--- src/rtl/seq_alu.sv ---
// seq_alu: registered ALU with a valid/ready handshake on both sides.
// Single-cycle logic/arith/shift ops, plus iterative MUL, DIVU and REMU
// that each take WIDTH cycles in BUSY.
// Optional feature: define SEQ_ALU_ROTATE_EN to enable opcode 1110 = ROTL.
module seq_alu #(
  parameter int unsigned WIDTH = 32
) (
  input  logic             clk,
  input  logic             reset,
  input  logic             in_valid,
  output logic             in_ready,
  input  logic [3:0]       control,
  input  logic [WIDTH-1:0] source_A,
  input  logic [WIDTH-1:0] source_B,
  output logic             out_valid,
  input  logic             out_ready,
  output logic [WIDTH-1:0] result,
  output logic             zero,
  output logic             busy
);

  localparam int unsigned SHW      = $clog2(WIDTH);
  localparam logic [SHW:0] CNT_LAST = (SHW+1)'(WIDTH - 1);
  localparam logic [SHW:0] CNT_ONE  = (SHW+1)'(1);
`ifdef SEQ_ALU_ROTATE_EN
  localparam logic [SHW:0] SH_FULL  = (SHW+1)'(WIDTH);
`endif

  localparam logic [3:0] OP_MUL  = 4'b1001;
  localparam logic [3:0] OP_DIVU = 4'b1010;
  localparam logic [3:0] OP_REMU = 4'b1011;

  typedef enum logic [1:0] {IDLE, BUSY, DONE} state_t;

  state_t           state;
  logic [3:0]       op_r;
  logic [WIDTH-1:0] opa_r;   // MUL: shifted multiplicand; DIV: dividend/quotient
  logic [WIDTH-1:0] opb_r;   // MUL: shifted multiplier;   DIV: divisor
  logic [WIDTH-1:0] acc_r;   // MUL partial product
  logic [WIDTH-1:0] rem_r;   // DIV partial remainder
  logic [SHW:0]     cnt_r;

  logic [SHW-1:0]   sh_c;
  logic [WIDTH-1:0] alu_c;
  logic             multi_c;
  logic [WIDTH-1:0] mul_acc_c;
  logic [WIDTH:0]   div_trial_c;
  logic             div_ge_c;
  logic [WIDTH-1:0] div_rem_c;
  logic [WIDTH-1:0] div_quo_c;
  logic [WIDTH-1:0] mc_res_c;

  assign sh_c    = source_B[SHW-1:0];
  assign multi_c = (control == OP_MUL) || (control == OP_DIVU) || (control == OP_REMU);

  // Single-cycle result computed straight from the presented operands
  always_comb begin
    alu_c = '0;
    case (control)
      4'b0000: alu_c = source_A & source_B;
      4'b0001: alu_c = source_A | source_B;
      4'b0010: alu_c = source_A + source_B;
      4'b0011: alu_c = source_A ^ source_B;
      4'b0100: alu_c = ~(source_A | source_B);
      4'b0101: alu_c = ~(source_A & source_B);
      4'b0110: alu_c = source_A - source_B;
      4'b0111: alu_c = WIDTH'($signed(source_A) < $signed(source_B));
      4'b1000: alu_c = WIDTH'(source_A < source_B);
      4'b1100: alu_c = source_A << sh_c;
      4'b1101: alu_c = source_A >> sh_c;
      4'b1111: alu_c = WIDTH'($signed(source_A) >>> sh_c);
`ifdef SEQ_ALU_ROTATE_EN
      // sh = 0 shifts right by WIDTH, which yields 0, so A passes through
      4'b1110: alu_c = (source_A << sh_c) | (source_A >> (SH_FULL - {1'b0, sh_c}));
`endif
      default: alu_c = '0;
    endcase
  end

  // One iteration of shift-add multiply and restoring divide
  always_comb begin
    mul_acc_c   = opb_r[0] ? (acc_r + opa_r) : acc_r;
    div_trial_c = {rem_r, opa_r[WIDTH-1]};
    div_ge_c    = (div_trial_c >= {1'b0, opb_r});
    div_rem_c   = div_ge_c ? WIDTH'(div_trial_c - {1'b0, opb_r}) : div_trial_c[WIDTH-1:0];
    div_quo_c   = {opa_r[WIDTH-2:0], div_ge_c};
    case (op_r)
      OP_MUL:  mc_res_c = mul_acc_c;
      OP_DIVU: mc_res_c = div_quo_c;
      OP_REMU: mc_res_c = div_rem_c;
      default: mc_res_c = '0;
    endcase
  end

  // Control FSM, iterative datapath and registered outputs
  always_ff @(posedge clk or posedge reset) begin
    if (reset) begin
      state     <= IDLE;
      in_ready  <= 1'b1;
      out_valid <= 1'b0;
      busy      <= 1'b0;
      result    <= '0;
      zero      <= 1'b0;
      op_r      <= '0;
      opa_r     <= '0;
      opb_r     <= '0;
      acc_r     <= '0;
      rem_r     <= '0;
      cnt_r     <= '0;
    end else begin
      case (state)
        IDLE: begin
          if (in_valid) begin
            op_r     <= control;
            opa_r    <= source_A;
            opb_r    <= source_B;
            acc_r    <= '0;
            rem_r    <= '0;
            cnt_r    <= '0;
            in_ready <= 1'b0;
            if (multi_c) begin
              state <= BUSY;
              busy  <= 1'b1;
            end else begin
              state     <= DONE;
              out_valid <= 1'b1;
              result    <= alu_c;
              zero      <= (alu_c == '0);
            end
          end
        end
        BUSY: begin
          acc_r <= mul_acc_c;
          rem_r <= div_rem_c;
          if (op_r == OP_MUL) begin
            opa_r <= opa_r << 1;
            opb_r <= opb_r >> 1;
          end else begin
            opa_r <= div_quo_c;
          end
          cnt_r <= cnt_r + CNT_ONE;
          if (cnt_r == CNT_LAST) begin
            state     <= DONE;
            busy      <= 1'b0;
            out_valid <= 1'b1;
            result    <= mc_res_c;
            zero      <= (mc_res_c == '0);
          end
        end
        DONE: begin
          if (out_ready) begin
            state     <= IDLE;
            out_valid <= 1'b0;
            in_ready  <= 1'b1;
          end
        end
        default: begin
          state     <= IDLE;
          in_ready  <= 1'b1;
          out_valid <= 1'b0;
          busy      <= 1'b0;
        end
      endcase
    end
  end

endmodule

--- config.mk ---
export PLATFORM = sky130hd
export DESIGN_NAME = seq_alu
export DESIGN_NICKNAME = d
export VERILOG_FILES = /design/src/rtl/seq_alu.sv
export SDC_FILE = /design/constraint.sdc
export NUM_CORES = 1
export LEC_CHECK = 0
export ABC_AREA = 1
export BUFFER_PORTS_ARGS = -buffer_cell sky130_fd_sc_hd__buf_2
export CORE_ASPECT_RATIO = 1.2
export CORE_MARGIN = 4
export CORE_UTILIZATION = 35
export CTS_CLUSTER_DIAMETER = 200
export CTS_CLUSTER_SIZE = 20
export DETAILED_ROUTE_END_ITERATION = 7
export GPL_TIMING_DRIVEN = 1
export PLACE_DENSITY_LB_ADDON = 0.3
export SLEW_MARGIN = 20
export SYNTH_ARGS = -nofsm -noshare
export SYNTH_HDL_FRONTEND = slang
export SYNTH_SLANG_ARGS = --single-unit
--- constraint.sdc ---
create_clock -name clk -period 13.75 [get_ports clk]
set_input_delay 0.6875 -clock clk [delete_from_list [all_inputs] [get_ports clk]]
set_output_delay 0.6875 -clock clk [all_outputs]
set_load 0.005 [all_outputs]
==> results_dict.tcl, run 1 <==
set metrics [dict create \
    status "finished clean" \
    cts_made_buffers 17 \
    drive_gt1_share_pct 6.34 \
    netlist_top_cells_area "nand2_1 (22%), dfrtp_1 (18%), nand3_1 (14%)" \
    nFillCells 7963 \
    seqPwrFrac_pct 19.9 \
    setup_slack_ns 9.50 \
    final_antenna_net_count 0 \
    worstSetupEndpointType "flip-flop" \
    ir_drop_mv 0.137 \
    crit_arrival_ns 4.64 \
    syn-num-nets 4659 \
    r2r_slack_ns 9.52 \
    swShare_pct 57.7 \
    pin_count 108 \
    rows 106 \
    nets 4642 \
    grt_usage_pct 31.8 \
    clock_skew_ns 0.0248 \
    grt_pass1_vias 27431 \
    initial_core_util_pct 35.4 \
    crit_fanout 73 \
    htreeDepth 4 \
    rsz0062_at_grt "no" \
    antenna_found_initial 3 \
    wl_per_cell_um 23.2 \
    antenna_cells 0 \
    avgSynthCellArea_um2 5.58 \
    timing.fmax_mhz 235 \
    syn2layout_area_growth_pct 7.12 \
    setup_tns_ns 0 \
    synth_largest_area_cell "nand2_1" \
    postCtsHoldBufs 0 \
    first_pass_iters 6 \
    dp_slack_ns 9.16 \
    pwr-share-clk_pct 11.2 \
    p_switching_uw 2730 \
    layout_common_cells "nand2_1 (1429), nand3_1 (707), inv_1 (628)" \
    cts_tree "yes" \
    power_density_nw_per_um2 179 \
    place_area_um2 25800 \
    dr_total_vias 29710 \
    die_h_um 299 \
    portBuffers 107 \
    fin_crit_sh_pct 30.9 \
    finalHoldWorstSlack_ns 0.274 \
    hpwl_um 101000 \
    design_area_um2 26400 \
    maxCapViolCount 0 \
    multi_input_area_um2 17000 \
    grt_max_degree 110 \
    required_ns 14.14 \
    slew_headroom_pct 27.2 \
    via_per_inst 5.57 \
    internal-power_uw 2010 \
    synth.top_cell.area_share_pct 21.7 \
    overflow 0 \
    die_w_um 250 \
    insertion_delay_ns 0.47 \
    period_needed_ns 4.25 \
    drv_slew 0 \
    syn-instance-count 4419 \
    final_common_cell "nand2_1" \
    grt_first_pass_wirelength_um 179000 \
    setup_violations 0 \
    core_area_um2 69800 \
    criticalPathCategory "input pin to flip-flop" \
    finalHoldViolCount 0 \
    ys_types 56 \
    seqCellArea_um2 4410 \
    first_iter_violations 3029 \
    ys_seq_area_share_pct 17.9 \
    synth_area_um2 24700 \
    root_buffer "clkbuf_16" \
    post_cts_buffers 0 \
    tightest_slew_ns 1.09 \
    p_leak_uw 0.0143 \
    gp_congestion 1.05 \
    cp-start-kind "input pin" \
    cts-resized-gates 0 \
    cts_sinks 176 \
    dieArea_um2 74800 \
    clock_path_buffers 2 \
    hold_path_class "input pin to asynchronous set/reset pin" \
    synth_seq_cells 176 \
    p_comb_share_pct 68.9 \
    routed_wl_um 124000 \
    ys_warn_count 0 \
    drc 0 \
    path_clk_slew_ns 0.09 \
]
==> layer usage <==
| layer | up-vias | part of all wire (%) | GRT usage [%] |
|---|---|---|---|
| li1 | 14193 | - | - |
| met2 | 1324 | 46 | 52.9 |
| met1 | 13872 | 38 | 38.0 |
| met5 | - | 0.032 | 0 |
| met3 | 315 | 6.5 | 3.03 |
| met4 | 6 | 9.3 | 23.7 |
==> cell type report <==
| class | count | share of cell area [%] |
|---|---|---|
| flip-flops and latches | 176 | 16.7 |
| multi-input cells | 3417 | 64.5 |
| repair buffers | 138 | 2.91 |
| clock inverters | 11 | 0.582 |
| clock buffers | 21 | 1.74 |
| well taps | 918 | 4.34 |
| inverters | 652 | 9.29 |
==> critical path, stage by stage <==
cell and delay (ns):
buf_2 0.07, buf_4 0.55, inv_2 0.04, buf_4 0.37, ha_1 0.62, inv_1 0.18, nand2_1 0.13, nand2_1 0.07
nand2_1 0.10, nand3_1 0.24, nand2_1 0.13, nand3_1 0.11, o21ai_0 0.16, a21oi_1 0.06, nor2_1 0.27, nand2_1 0.08
nor2_1 0.10, nand2_1 0.05, nor2_1 0.19, nand4_1 0.13, nand2_1 0.09, nor2_1 0.06, nor2_1 0.08
==> per-stage QoR <==
stage                     total power (uW)  instances  utilization, %
final                                 4740       5333            37.9
after global routing                  5140       5333            37.9
after CTS                             4690       5333            37.9
after detailed placement              4140       5301            37.0
after global placement                4130       5301            37.0
after floorplan                       3240       4419               -
==> power by group through the flow <==
stage	registers, uW	clock network (uW)	logic (uW)
final	945	531	3260
after global routing	969	555	3620
after CTS	940	536	3210
after detailed placement	947	0	3200
after global placement	945	0	3190
after floorplan	875	0	2360
==> synthesized netlist by cell type (all sizes together) <==
master and n:
nand2 1463, nand3 725, inv 649, nor2 375
o21ai 246, dfrtp 175, ha 164, a21oi 145
buf 93, clkbuf 81, o211ai 64, nand4 58
nor3 57, o22ai 26, xnor2 17, o221ai 15
o21bai 14, nand3b 8, a22oi 5, and2 5
or2 5, fa 4, and3 3, clkinv 3
nor4 3, xor2 3, a211oi 2, a22o 2
nor3b 2, o21a 2, a21o 1, a31oi 1
a41oi 1, dfstp 1, o2111ai 1
==> sequential cells by signal, summed over array words and instances (netlist names) <==
| signal | count |
|---|---|
| busy | 1 |
| opa_r | 32 |
| zero | 1 |
| cnt_r | 6 |
| acc_r | 32 |
| rem_r | 32 |
| in_ready | 1 |
| op_r | 4 |
| out_valid | 1 |
| result | 32 |
| state | 2 |
| opb_r | 32 |
==> cells by family (layout without fill, tap and decap cells) <==
group	Yosys count	count (layout)	synth area share [%]
AO/OA/AOI/OAI	525	525	12.0
flip-flops	176	176	17.9
adder cells (fa/ha/maj)	168	168	8.64
AND/OR/NAND/NOR	2704	2704	47.6
buffers and inverters	826	822	13.3
XOR/XNOR	20	20	0.710
==> worst paths after layout <==
kind                            depth (start not counted)   endpoint         from
worst min-delay path                                    2  rem_r[12]        reset
worst max register to register                         19       zero    opb_r[23]
worst min register to register                          2   in_ready     in_ready
worst max-delay path                                   23       zero  source_B[2]
max in group asynchronous                               3   cnt_r[0]        reset
min in group clk                                        2   in_ready     in_ready
Power figures use the tool's default switching activity.
==> run 2: changes to the inputs <==
Clock period 13.75 ns to 4.2 ns, I/O delays scaled along.
==> run 2 against run 1 <==
Sequential power increased to 3.3 times the previous value. Clock-buffer cell count decreased by 4. Non-clock buffer count increased by 61. Critical path type is now flip-flop to flip-flop. Total power increased to 3.4 times the previous value. Flip-flop and latch count unchanged. First-iteration DRC count increased by 30%. Register-to-register slack got worse by 9.2 ns. Global-route usage increased by 2.2 points. Combinational power increased to 3.4 times the previous value.
==> results_dict.tcl, run 2 (synthesized netlist as in run 1, its figures left out) <==
set metrics [dict create \
    cts_tree "yes" \
    antenna_found_initial 5 \
    grt_usage_pct 34.0 \
    status "finished clean" \
    finalHoldViolCount 0 \
    grt_pass1_vias 28849 \
    slew_headroom_pct 31.7 \
    die_h_um 299 \
    ir_drop_mv 0.350 \
    finalHoldWorstSlack_ns 0.116 \
    cts-resized-gates 0 \
    path_clk_slew_ns 0.08 \
    design_area_um2 26900 \
    cts_made_buffers 17 \
    critPathTopFamily "simple AND/OR/NAND/NOR gates" \
    cp-start-kind "flip-flop" \
    portBuffers 107 \
    first_pass_iters 6 \
    first_iter_violations 3949 \
    worstSetupEndpointType "flip-flop" \
    drive_gt1_share_pct 7.64 \
    critPathSlowestCell "nand3_1" \
    p_leak_uw 0.0146 \
    r2r_end "zero" \
    routed_wl_um 132000 \
    final_antenna_net_count 0 \
    hp-start "in_valid" \
    syn2layout_area_growth_pct 9.16 \
    wl_per_cell_um 24.5 \
    tightest_slew_ns 1.02 \
    core_area_um2 69800 \
    rsz0062_at_grt "no" \
    maxCapViolCount 0 \
    rows 106 \
    cts_sinks 176 \
    dieArea_um2 74800 \
    critPathMaxStageDelay_ns 0.43 \
    period_needed_ns 3.84 \
    criticalPathCategory "flip-flop to flip-flop" \
    grt_max_degree 144 \
    crit_arrival_ns 4.23 \
    setup_tns_ns 0 \
    drc 0 \
    clock_path_buffers 2 \
    hold_depth 2 \
    power_density_nw_per_um2 596 \
    via_per_inst 5.69 \
    overflow 0 \
    setup_violations 0 \
    crit_fanout 21 \
    r2r-start "opb_r[16]" \
    layout_common_cells "nand2_1 (1429), nand3_1 (707), inv_1 (628)" \
    holdPathEnd "opa_r[31]" \
    final_core_util_pct 38.6 \
    pin_count 108 \
    htreeDepth 4 \
    r2r_slack_ns 0.36 \
    root_buffer "clkbuf_16" \
    grt_first_pass_wirelength_um 191000 \
    cp_cell_sequence "inv_1 > ha_1 > nand2_1 > inv_1 > a21oi_1 > nand2_1 > inv_1 > nand2_4 > nand2_4 > nand2_8 > clkinv_2 > nand2_1 > nand3_1 > nand3_1 > nor2_1 > nand4_1 > nor2_1 > nor2_1 > nor2_1" \
    die_w_um 250 \
    insertion_delay_ns 0.46 \
    final_common_cell "nand2_1" \
    cp_num_buf_inv 4 \
    place_area_um2 26300 \
    fin_crit_sh_pct 91.3 \
    post_cts_buffers 0 \
    clock_skew_ns 0.0171 \
    hpwl_um 108000 \
    drv_slew 0 \
    nets 4703 \
    hold_path_class "input pin to flip-flop" \
    initial_core_util_pct 35.4 \
    required_ns 4.59 \
    dr_total_vias 30702 \
    reg2reg_depth 19 \
    timing.fmax_mhz 261 \
    gp_congestion 1.19 \
    crit_path_frequent_cell "nor2_1" \
]
-- run 2: changes by cell type in the layout (fill, tap and decap cells not counted), sizes merged --
| cell | previous run | this run |
|---|---|---|
| clkinv | 7 | 5 |
| bufinv | 3 | 1 |
| clkinvlp | 2 | 3 |
| dlygate4sd3 | 0 | 1 |
| inv | 651 | 658 |
| clkbuf | 21 | 17 |
| diode | 0 | 4 |
| buf | 138 | 198 |
-- run 2: how the worst max path moves through the flow --
| stage | cells past startpoint | slack [ns] | end | start |
|---|---|---|---|---|
| after global placement | 18 | 0.39 | zero | rem_r[18] |
| after global routing | 19 | 0.16 | zero | opb_r[16] |
| final | 19 | 0.36 | zero | opb_r[16] |
| after CTS | 21 | 0.45 | zero | opb_r[7] |
| after floorplan | 25 | 1.36 | zero | source_B[2] |
| after detailed placement | 18 | 0.47 | zero | rem_r[18] |
-- run 2: metrics by stage --
stage          worst slack, ns  power (uW)  cells
2_1_floorplan             1.36       10600   4419
4_1_cts                  0.448       15800   5394
5_1_grt                  0.157       17200   5394
3_3_place_gp             0.394       14000   5361
6_report                 0.363       16000   5398
3_5_place_dp             0.468       14000   5361
-- run 2: power breakdown --
group	leakage (uW)	total (uW)	internal, uW	switching (uW)
Combinational	0.0120	11200	3260	7930
Clock	0.000289	1690	854	836
Sequential	0.00228	3150	2460	699
-- run 2: layer usage --
layer / track usage, % / routed length (um) / part of all wire, %
met1: 39.4 / 48000 / 36
met2: 53.8 / 57700 / 44
met3: 4.84 / 10900 / 8.3
met4: 31.6 / 15800 / 12
met5: 0 / 0 / 0
-- run 2: layout make-up --
cell class	count	area, um2
Fill cell	8019	42800
Multi-Input combinational cell	3417	17000
Sequential cell	176	4410
Inverter	652	2450
Timing Repair Buffer	199	1290
Tap cell	918	1150
Clock buffer	17	425
Clock inverter	15	166
Antenna cell	4	10.0
-- run 2: timing repair --
action / 4_1_cts / 5_1_grt
hold buffers: 1 / 0
hold endpoints to repair: 21 / 0
endpoints found under the setup margin: 0 / 0
